--- src/rtl/image_window_crop_pkg.sv ---
// Shared types and widths for the image window crop block.
// Holds the control state encoding, the window field widths, the default
// pixel width and a saturating increment used by the row/column counters.
package image_window_crop_pkg;

    typedef enum logic [1:0] {
        IDLE     = 2'd0,
        ARMED    = 2'd1,
        IN_FRAME = 2'd2,
        DRAIN    = 2'd3
    } state_t;

    localparam int X_W           = 11;
    localparam int Y_W           = 12;
    localparam int WIDTH_W       = 12;
    localparam int HEIGHT_W      = 11;
    localparam int CNT_W         = 13;
    localparam int PIX_W_DEFAULT = 12;

    // Counters stick at all-ones instead of wrapping back into the window.
    function automatic logic [CNT_W-1:0] sat_inc(input logic [CNT_W-1:0] v);
        return (&v) ? v : v + 1'b1;
    endfunction

endpackage

--- src/rtl/image_window_crop_sync_fifo.sv ---
// Single-clock FIFO with registered read data.
// Ports: clk/srst (sync active-high), wr_en/wr_data/full, rd_en/rd_data/empty.
// rd_data always presents the entry at the head; it is updated at the same
// edge that changes the head, so it is valid whenever empty is low.
// Writes while full and reads while empty are ignored.
module sync_fifo #(
    parameter int WIDTH = 12,
    parameter int DEPTH = 16
) (
    input  logic             clk,
    input  logic             srst,
    input  logic             wr_en,
    input  logic [WIDTH-1:0] wr_data,
    output logic             full,
    input  logic             rd_en,
    output logic [WIDTH-1:0] rd_data,
    output logic             empty
);

    localparam int AW = $clog2(DEPTH);

    logic [WIDTH-1:0] mem [DEPTH];
    logic [AW-1:0]    wr_ptr_q, wr_ptr_d;
    logic [AW-1:0]    rd_ptr_q, rd_ptr_d;
    logic [AW:0]      count_q, count_d;
    logic [WIDTH-1:0] rd_data_q, rd_data_d;
    logic             do_wr;
    logic             do_rd;

    always_comb begin
        full     = (count_q == (AW+1)'(DEPTH));
        empty    = (count_q == '0);
        do_wr    = wr_en && !full;
        do_rd    = rd_en && !empty;
        wr_ptr_d = wr_ptr_q + AW'(do_wr);
        rd_ptr_d = rd_ptr_q + AW'(do_rd);
        count_d  = count_q + (AW+1)'(do_wr) - (AW+1)'(do_rd);
        // The new head is the entry being written this cycle when the FIFO
        // is (or becomes) empty; the memory still holds stale data there.
        if (do_wr && (wr_ptr_q == rd_ptr_d)) begin
            rd_data_d = wr_data;
        end else begin
            rd_data_d = mem[rd_ptr_d];
        end
    end

    always_ff @(posedge clk) begin
        if (do_wr) begin
            mem[wr_ptr_q] <= wr_data;
        end
    end

    always_ff @(posedge clk) begin
        if (srst) begin
            wr_ptr_q  <= '0;
            rd_ptr_q  <= '0;
            count_q   <= '0;
            rd_data_q <= '0;
        end else begin
            wr_ptr_q  <= wr_ptr_d;
            rd_ptr_q  <= rd_ptr_d;
            count_q   <= count_d;
            rd_data_q <= rd_data_d;
        end
    end

    assign rd_data = rd_data_q;

endmodule

--- src/rtl/image_window_crop.sv ---
// Readout-window crop between the camera capture path and the JPEG block.
// Inputs: cfg_valid + window/metadata fields, pixel stream (pix_valid,
// pix_data, fv, lv), out_ready. Outputs: FIFO head pixel with valid/ready,
// per-frame metadata with a start-of-frame pulse, frame_done pulse and
// sticky overflow / short-frame flags.
module image_window_crop
    import image_window_crop_pkg::*;
#(
    parameter int FIFO_DEPTH = 16,
    parameter int PIX_W      = PIX_W_DEFAULT
) (
    input  logic                sysClk,
    input  logic                hard_reset,
    input  logic                cfg_valid,
    input  logic [X_W-1:0]      upper_left_x_val,
    input  logic [Y_W-1:0]      upper_left_y_val,
    input  logic [WIDTH_W-1:0]  img_width,
    input  logic [HEIGHT_W-1:0] img_height,
    input  logic [27:0]         timestamp,
    input  logic [15:0]         trigger_index,
    input  logic                cam_id,
    input  logic                pix_valid,
    input  logic [PIX_W-1:0]    pix_data,
    input  logic                fv,
    input  logic                lv,
    input  logic                out_ready,
    output logic [PIX_W-1:0]    image_pixel_data,
    output logic                image_data_valid,
    output logic                image_metadata_valid,
    output logic [27:0]         meta_timestamp,
    output logic [15:0]         meta_trigger_index,
    output logic                meta_cam_id,
    output logic                frame_done,
    output logic                crop_overflow_flag,
    output logic                frame_short_flag
);

    state_t              state_q, state_d;
    logic                fv_prev_q, fv_prev_d;
    logic                lv_prev_q, lv_prev_d;
    logic [CNT_W-1:0]    col_q, col_d;
    logic [CNT_W-1:0]    row_q, row_d;
    logic [X_W-1:0]      x_q, x_d;
    logic [Y_W-1:0]      y_q, y_d;
    logic [WIDTH_W-1:0]  w_q, w_d;
    logic [HEIGHT_W-1:0] h_q, h_d;
    logic [27:0]         ts_q, ts_d;
    logic [15:0]         trig_q, trig_d;
    logic                cam_q, cam_d;
    logic                ovf_q, ovf_d;
    logic                short_q, short_d;

    logic             fv_rise, fv_fall, lv_fall, pix_take, in_win;
    logic [CNT_W-1:0] x_end, y_end, rows_done;
    logic             fifo_wr, fifo_full, fifo_empty, fifo_rd;
    logic             meta_pulse, done_pulse;

    always_comb begin
        fv_rise  = fv && !fv_prev_q;
        fv_fall  = !fv && fv_prev_q;
        lv_fall  = !lv && lv_prev_q;
        pix_take = pix_valid && lv;
        // 13-bit window ends cannot wrap for any legal field values.
        x_end    = {2'b00, x_q} + {1'b0, w_q};
        y_end    = {1'b0, y_q} + {2'b00, h_q};
        in_win   = (col_q >= {2'b00, x_q}) && (col_q < x_end) &&
                   (row_q >= {1'b0, y_q}) && (row_q < y_end);
        fifo_wr  = (state_q == IN_FRAME) && pix_take && in_win;
        fifo_rd  = !fifo_empty && out_ready;
        // A line ending in the same cycle as the frame still counts as done.
        rows_done = lv_fall ? sat_inc(row_q) : row_q;

        state_d    = state_q;
        fv_prev_d  = fv;
        lv_prev_d  = lv;
        col_d      = col_q;
        row_d      = row_q;
        x_d        = x_q;
        y_d        = y_q;
        w_d        = w_q;
        h_d        = h_q;
        ts_d       = ts_q;
        trig_d     = trig_q;
        cam_d      = cam_q;
        ovf_d      = ovf_q;
        short_d    = short_q;
        meta_pulse = 1'b0;
        done_pulse = 1'b0;

        case (state_q)
            IDLE: begin
                if (cfg_valid) begin
                    x_d     = upper_left_x_val;
                    y_d     = upper_left_y_val;
                    w_d     = img_width;
                    h_d     = img_height;
                    ts_d    = timestamp;
                    trig_d  = trigger_index;
                    cam_d   = cam_id;
                    state_d = ARMED;
                end
            end
            ARMED: begin
                // Only a true rising edge starts a frame, so a frame already
                // in progress when we were armed is skipped entirely.
                if (fv_rise) begin
                    meta_pulse = 1'b1;
                    row_d      = '0;
                    col_d      = '0;
                    ovf_d      = 1'b0;
                    short_d    = 1'b0;
                    state_d    = IN_FRAME;
                end
            end
            IN_FRAME: begin
                if (pix_take) begin
                    col_d = sat_inc(col_q);
                end
                if (lv_fall) begin
                    col_d = '0;
                    row_d = sat_inc(row_q);
                end
                if (fifo_wr && fifo_full) begin
                    ovf_d = 1'b1;
                end
                if (fv_fall) begin
                    if (rows_done < y_end) begin
                        short_d = 1'b1;
                    end
                    state_d = DRAIN;
                end
            end
            DRAIN: begin
                if (fifo_empty) begin
                    done_pulse = 1'b1;
                    state_d    = IDLE;
                end
            end
            default: state_d = IDLE;
        endcase
    end

    always_ff @(posedge sysClk) begin
        if (hard_reset) begin
            state_q   <= IDLE;
            fv_prev_q <= 1'b0;
            lv_prev_q <= 1'b0;
            col_q     <= '0;
            row_q     <= '0;
            x_q       <= '0;
            y_q       <= '0;
            w_q       <= '0;
            h_q       <= '0;
            ts_q      <= '0;
            trig_q    <= '0;
            cam_q     <= 1'b0;
            ovf_q     <= 1'b0;
            short_q   <= 1'b0;
        end else begin
            state_q   <= state_d;
            fv_prev_q <= fv_prev_d;
            lv_prev_q <= lv_prev_d;
            col_q     <= col_d;
            row_q     <= row_d;
            x_q       <= x_d;
            y_q       <= y_d;
            w_q       <= w_d;
            h_q       <= h_d;
            ts_q      <= ts_d;
            trig_q    <= trig_d;
            cam_q     <= cam_d;
            ovf_q     <= ovf_d;
            short_q   <= short_d;
        end
    end

    sync_fifo #(
        .WIDTH (PIX_W),
        .DEPTH (FIFO_DEPTH)
    ) u_fifo (
        .clk     (sysClk),
        .srst    (hard_reset),
        .wr_en   (fifo_wr),
        .wr_data (pix_data),
        .full    (fifo_full),
        .rd_en   (fifo_rd),
        .rd_data (image_pixel_data),
        .empty   (fifo_empty)
    );

    // Pulses are masked while reset is held so a flush never looks like a
    // completed frame.
    assign image_data_valid     = !fifo_empty;
    assign image_metadata_valid = meta_pulse && !hard_reset;
    assign frame_done           = done_pulse && !hard_reset;
    assign meta_timestamp       = ts_q;
    assign meta_trigger_index   = trig_q;
    assign meta_cam_id          = cam_q;
    assign crop_overflow_flag   = ovf_q;
    assign frame_short_flag     = short_q;

endmodule

--- config.mk ---
export PLATFORM = sky130hd
export DESIGN_NAME = image_window_crop
export DESIGN_NICKNAME = d
export VERILOG_FILES = /design/src/rtl/image_window_crop_pkg.sv /design/src/rtl/image_window_crop_sync_fifo.sv /design/src/rtl/image_window_crop.sv
export SDC_FILE = /design/constraint.sdc
export NUM_CORES = 1
export LEC_CHECK = 0
export ABC_AREA = 1
export ABC_CLOCK_PERIOD_IN_PS = 6700
export BUFFER_PORTS_ARGS = -buffer_cell sky130_fd_sc_hd__buf_2
export CAP_MARGIN = 20
export CORE_ASPECT_RATIO = 1.2
export CORE_MARGIN = 2
export CORE_UTILIZATION = 53
export DETAILED_ROUTE_END_ITERATION = 8
export PLACE_DENSITY = 0.73
export SLEW_MARGIN = 20
export SYNTH_ARGS = -nofsm -noshare
export SYNTH_HDL_FRONTEND = slang
export SYNTH_HIERARCHICAL = 1
export SYNTH_SLANG_ARGS = --single-unit
--- constraint.sdc ---
create_clock -name sysClk -period 6.7 [get_ports sysClk]
set_clock_uncertainty 0.15 [all_clocks]
set_input_delay 0 -clock sysClk [delete_from_list [all_inputs] [get_ports sysClk]]
set_output_delay 0 -clock sysClk [all_outputs]
set_load 0.005 [all_outputs]
; ---- After elaboration in Yosys (flattened, before gate mapping)
; Memories as Yosys holds them, arrays and structs flattened. A register that Yosys moved wholly into a read port is not among the register bits.
; Index checks and enable logic that the tools add are counted.
[totals]
mem_bits_rw = 192
out_inout_bits = 62
wordCells = 100
mem_count = 1
input_bits = 110
regBits = 136
[classes]
addsub = 8
n_eq_ne = 12
n_mux = 25
magnitude_cmp = 5
reduce_logical = 32
[mem_list]
columns = name, words, width, rd, rd_ports_with_merged_regs, write_ports, line_no
row1 = u_fifo.mem, 16, 12, 1, 1, 1, image_window_crop_sync_fifo.sv:22  ; logic [WIDTH-1:0] mem [DEPTH];
[ops]
columns = op, count
row1 = $mux 13, 6
row2 = $pmux 13 s2, 2
row3 = $lt 13x13->1, 3
row4 = $add 13x1->13 const B, 2
row5 = $reduce_and 13->1, 2
row6 = $logic_and 1x1->1, 15
row7 = $add 11x12->13, 1
row8 = $add 12x11->13, 1
row9 = $ge 13x11->1, 1
row10 = $ge 13x12->1, 1
row11 = $reduce_and 4->1, 3
row12 = $mux 1, 10
row13 = $add 4x1->4, 2
row14 = $mux 2, 4
row15 = $ne 2x2->1 const B, 4
row16 = $pmux 2 s4, 1
row17 = $logic_not 1->1, 6
row18 = $ne 3x3->1 const B, 2
row19 = $add 5x1->5, 1
row20 = $eq 5x5->1 const B, 1
row21 = $logic_not 5->1, 1
row22 = $sub 5x1->5, 1
row23 = $eq 2x2->1 const B, 2
row24 = $ne 2x1->1 const B, 2
row25 = other kinds (6), 8

; ---- Longest topological paths before layout
[logic_depth]
word_depth = 9
mapped_depth = 32
ltp_nobuf = 32

; ---- Hierarchy
; The synthesis kept the hierarchy.
[modules_own_cells]
columns = module, area_each_um2, seq_area_each_um2, cells_per_inst, instances
row1 = sync_fifo, 9828.2, 6266.0, 954, 1
row2 = image_window_crop, 7280.7, 2462.4, 1029, 1

; ---- Least setup slack after synthesis
; Ideal clock, no wire load.
[synth_path]
path_type = register to register
start = register y_q[0]
end = register u_fifo.count_q[4]
stages_incl_launch_ff = 30
slack_ns = 2.068
period_less_slack_ns = 4.632
n_path_buf = 0
t_required_ns = 6.422
t_arrival_ns = 4.354
setup_ns = 0.128
path_cell_list = dfxtp_1 -> ha_1 -> inv_1 -> fa_1 -> o21ai_0 -> nand2_1 -> o211ai_1 -> nand2_1 -> a21oi_1 -> nand2_1 -> inv_1 -> o21ai_0 -> ha_1 -> nand2_1 -> nor2_1 -> nand4_1 -> a31o_2 -> and3_1 -> o21ai_0 -> clkinv_1 -> nor2_1 -> inv_1 -> nand2_1 -> ha_1 -> inv_1 -> fa_1 -> nor3_1 -> a211oi_1 -> o21ai_0 -> a21oi_1
[synth_via]
elab_chain_cells = 7
elab_cells_between_ends = 9
cone_classes = add/sub (3) / order compare (2) / reduce/logical (4)
[synth_lines]
columns = element, line_no
row1 = start: declaration, image_window_crop.sv:44  ; logic [Y_W-1:0] y_q, y_d;
row2 = start signal: assignment, image_window_crop.sv:166  ; y_q <= y_d;
row3 = $add 12x11->13 or $ge 13x12->1 (tied branches), "image_window_crop.sv:65, image_window_crop.sv:67"
row4 = $lt 13x13->1 or $logic_and 1x1->1 (tied branches), "image_window_crop.sv:67, image_window_crop.sv:66"
row5 = $logic_and 1x1->1 *, image_window_crop.sv:67  ; (row_q >= {1'b0, y_q}) && (row_q < y_end);
row6 = $logic_and 1x1->1 *, image_window_crop.sv:68  ; fifo_wr = (state_q == IN_FRAME) && pix_take && in_win;
row7 = via fifo_wr, image_window_crop.sv:55  ; logic fifo_wr, fifo_full, fifo_empty, fifo_rd;
row8 = $logic_and 1x1->1 *, image_window_crop_sync_fifo.sv:33  ; do_wr = wr_en && !full;
row9 = $add 5x1->5 *, image_window_crop_sync_fifo.sv:37  ; count_d = count_q + (AW+1)'(do_wr) - (AW+1)'(do_rd);
row10 = $sub 5x1->5 *, image_window_crop_sync_fifo.sv:37
row11 = end signal: assignment, image_window_crop_sync_fifo.sv:62  ; count_q <= count_d;
row12 = end: declaration, image_window_crop_sync_fifo.sv:25  ; logic [AW:0] count_q, count_d;
; Mark *: on every way through the listed nets, which the timed path passes. The rest lies on a longest branch.
; A chain may end at the register's enable or synchronous reset.

; ---- Worst setup path after layout
; Same ends and word-level chain as after synthesis.

==> summary.txt <==
largest net degree at the start of global routing = 98
Crit. End Element = flop
final wirelength = 43.1 mm
Layout Cells excl Fill = 2662
Reg area = 0.00873 mm²
Syn. warnings = 6
nets@finish = 2436
Worst EP required = 6950 ps
R2R Setup Slk = 1500 ps
CORE AREA = 0.0320 mm²
die area = 0.0337 mm²
final setup violation count = 0
CTS tree = built
vias per cell = 5.40
synthesized area per cell = 8.63 µm²
CTS Buf Count = 36
Distinct cells, synth = 45
# rows = 72
Post-Synthesis Cell Area = 0.0171 mm²
# diodes = 0
Final ANT Viol Nets = 0
Die X = 168 µm
clk_lat worst skew = 530 ps
drt drc = 0
Max rail drop VDD = 308 µV
Detailed Place HPWL = 26.5 mm
Reg clk slew, reported paths = 60 ps
Root Driver = clkbuf_16
Synth Net Count = 2192
most common cell after layout, fill and taps aside = nand2_1
Slew Viols, Final = 0
crit path launch type = flop
cell mode on critical path = nand2_1
minimum clock period = 5200 ps
sequential share of the synthesized area = 0.510
WP data arrival = 5450 ps
Peak Freq = 0.192 GHz
Area growth, synth to finish = 20.3%
max cap viols = 0
Die H = 201 µm
H-tree depth = 2
share of layout cells above drive strength 1 = 0.122
gr ovfl total = 0
final hold violations = 0
status = finished clean
dpl cells = 2484
EDFF count, synth = 192
via count = 14400
initial antenna violation count = 0
Mapped Cells = 1983
clock sink count = 340
Routability Congestion = 0.894
Port-buffer cells = 171
crit path max fanout = 8
All-Layer GR Usage = 0.252
Tcrit/Tclk final = 0.776
Starting Density = 0.535
vias in the first global route = 14200
CTS max path bufs = 3
setup TNS = 0 ps
Multi-input gate area = 0.00691 mm²
Setup Fix Bufs, Post-CTS = 0
most frequent cells in the layout = nand2_1, inv_1, nand3_1
worst rel slew slack = 0.240
leakage power = 9.14 nW
ys flop type = edfxtp_1
ys async rst share = 0
DRT Pass-1 Iters = 5
Seq cells post-synth = 340
DR iter-0 viols = 1144
wire length per cell = 16.2 µm
RSZ-0062 raised after global routing = false
first-pass GRT wire length = 68.8 mm
Ports = 172
worst min path class = in2reg
Crit path largest cell delay = 430 ps
Crit Path Category = reg2reg
Filler cells = 2485
Crit-path slowest cell = fa_1
Pwr Density = 356 mW/mm²
Slew @ Worst Pin = 1140 ps
[routing by layer]
layer / share of wire / up-vias / global-route usage / wire, µm
li1: - / 7013 / - / -
met2: 0.50 / 522 / 0.452 / 21400
met3: 0.059 / 124 / 0.0404 / 2540
met4: 0.039 / 0 / 0.107 / 1670
met1: 0.41 / 6704 / 0.299 / 17500
met5: 0 / - / 0 / 0
[cell families (layout without fill, tap and decap cells)]
| logic type | Yosys count | after routing | synth area share |
|---|---|---|---|
| simple gates | 889 | 889 | 0.236 |
| buf+inv | 385 | 657 | 0.0885 |
| flops | 340 | 340 | 0.510 |
| compound gates | 230 | 230 | 0.0691 |
| fa+ha+maj | 99 | 99 | 0.0737 |
| xor+xnor | 40 | 40 | 0.0225 |
[path summary, 6_finish.rpt]
check | start | end | depth (start not counted)
max reg2reg | y_q[0] | u_fifo/count_q[4] | 29
min reg2reg | meta_timestamp[17] | meta_timestamp[17] | 2
max | y_q[0] | u_fifo/count_q[4] | 29
min | pix_valid | col_q[7] | 7
[Yosys cell counts (3+ instances only)]
cell      number  area share
nand3b_1      62       0.027
buf_1          9      0.0020
nand2_1      299       0.066
nor3_1        17      0.0050
nand3_1      251       0.073
nand2_4        3      0.0020
clkbuf_1      52       0.011
dfxtp_1      148        0.17
ha_1          96       0.070
clkinv_1       4     0.00088
nand4_1       16      0.0059
nor2_1       225       0.049
a211oi_1       4      0.0018
buf_4          9      0.0039
o21ai_0      117       0.034
buf_2         16      0.0047
fa_1           3      0.0035
xnor2_1       10      0.0051
inv_1        288       0.063
edfxtp_1     192        0.34
inv_2          5      0.0011
xor2_1        27       0.014
a21oi_1      100       0.029
[stage by stage]
stage               worst slack [ps]  total power [mW]  instance area (µm²)  utilization  hold slack [ps]
CTS                             1480              7.31                20600        0.643             38.4
finish                          1500              7.32                20600        0.644             73.5
detailed placement              1500              5.14                18200        0.568              101
floorplan                       2070              4.45                17100            -            -51.1
global route                     817              7.79                20600        0.644              110
global placement                1630              5.06                18200        0.568             93.1
[sequential cells by signal (all words and copies together), names as in the netlist, 2 cells and up]
signal / cells
meta_timestamp: 28
u_fifo/wr_ptr_q: 4
row_q: 13
u_fifo/rd_ptr_q: 4
u_fifo/mem: 192
state_q: 2
col_q: 13
w_q: 12
x_q: 11
u_fifo/count_q: 5
u_fifo/rd_data: 12
y_q: 12
meta_trigger_index: 16
h_q: 11
[cell type report]
type                            instances  area share
Sequential cell                       340       0.424
Multi-Input combinational cell       1258       0.336
Timing Repair Buffer                  294       0.100
Inverter                              297      0.0542
Clock buffer                           56      0.0520
Tap cell                              407      0.0247
Clock inverter                         10     0.00900
[timing repair]
| item | 4_1_cts | 5_1_grt |
|---|---|---|
| setup endpoints to repair | 0 | 0 |
| gates resized for setup | 0 | 0 |
| hold buffers | 112 | 0 |
| endpoints found under the hold margin | 328 | 0 |
[report_power, final]
| group | switching [mW] | internal [mW] | total, mW | leakage (nW) |
|---|---|---|---|---|
| Clock | 0.810 | 1.30 | 2.11 | 0.612 |
| Sequential | 0.122 | 2.42 | 2.54 | 2.94 |
| Combinational | 1.78 | 0.897 | 2.67 | 5.59 |
[worst max-delay path, delay by kind of cell (launching register included)]
kind | cells | cell delay [ps]
buffers and inverters | 5 | 490
flip-flops | 1 | 350
AO/OA/AOI/OAI | 9 | 1420
AND/OR/NAND/NOR | 10 | 1220
adder cells (fa/ha/maj) | 5 | 1450
Power figures use the tool's default switching activity.
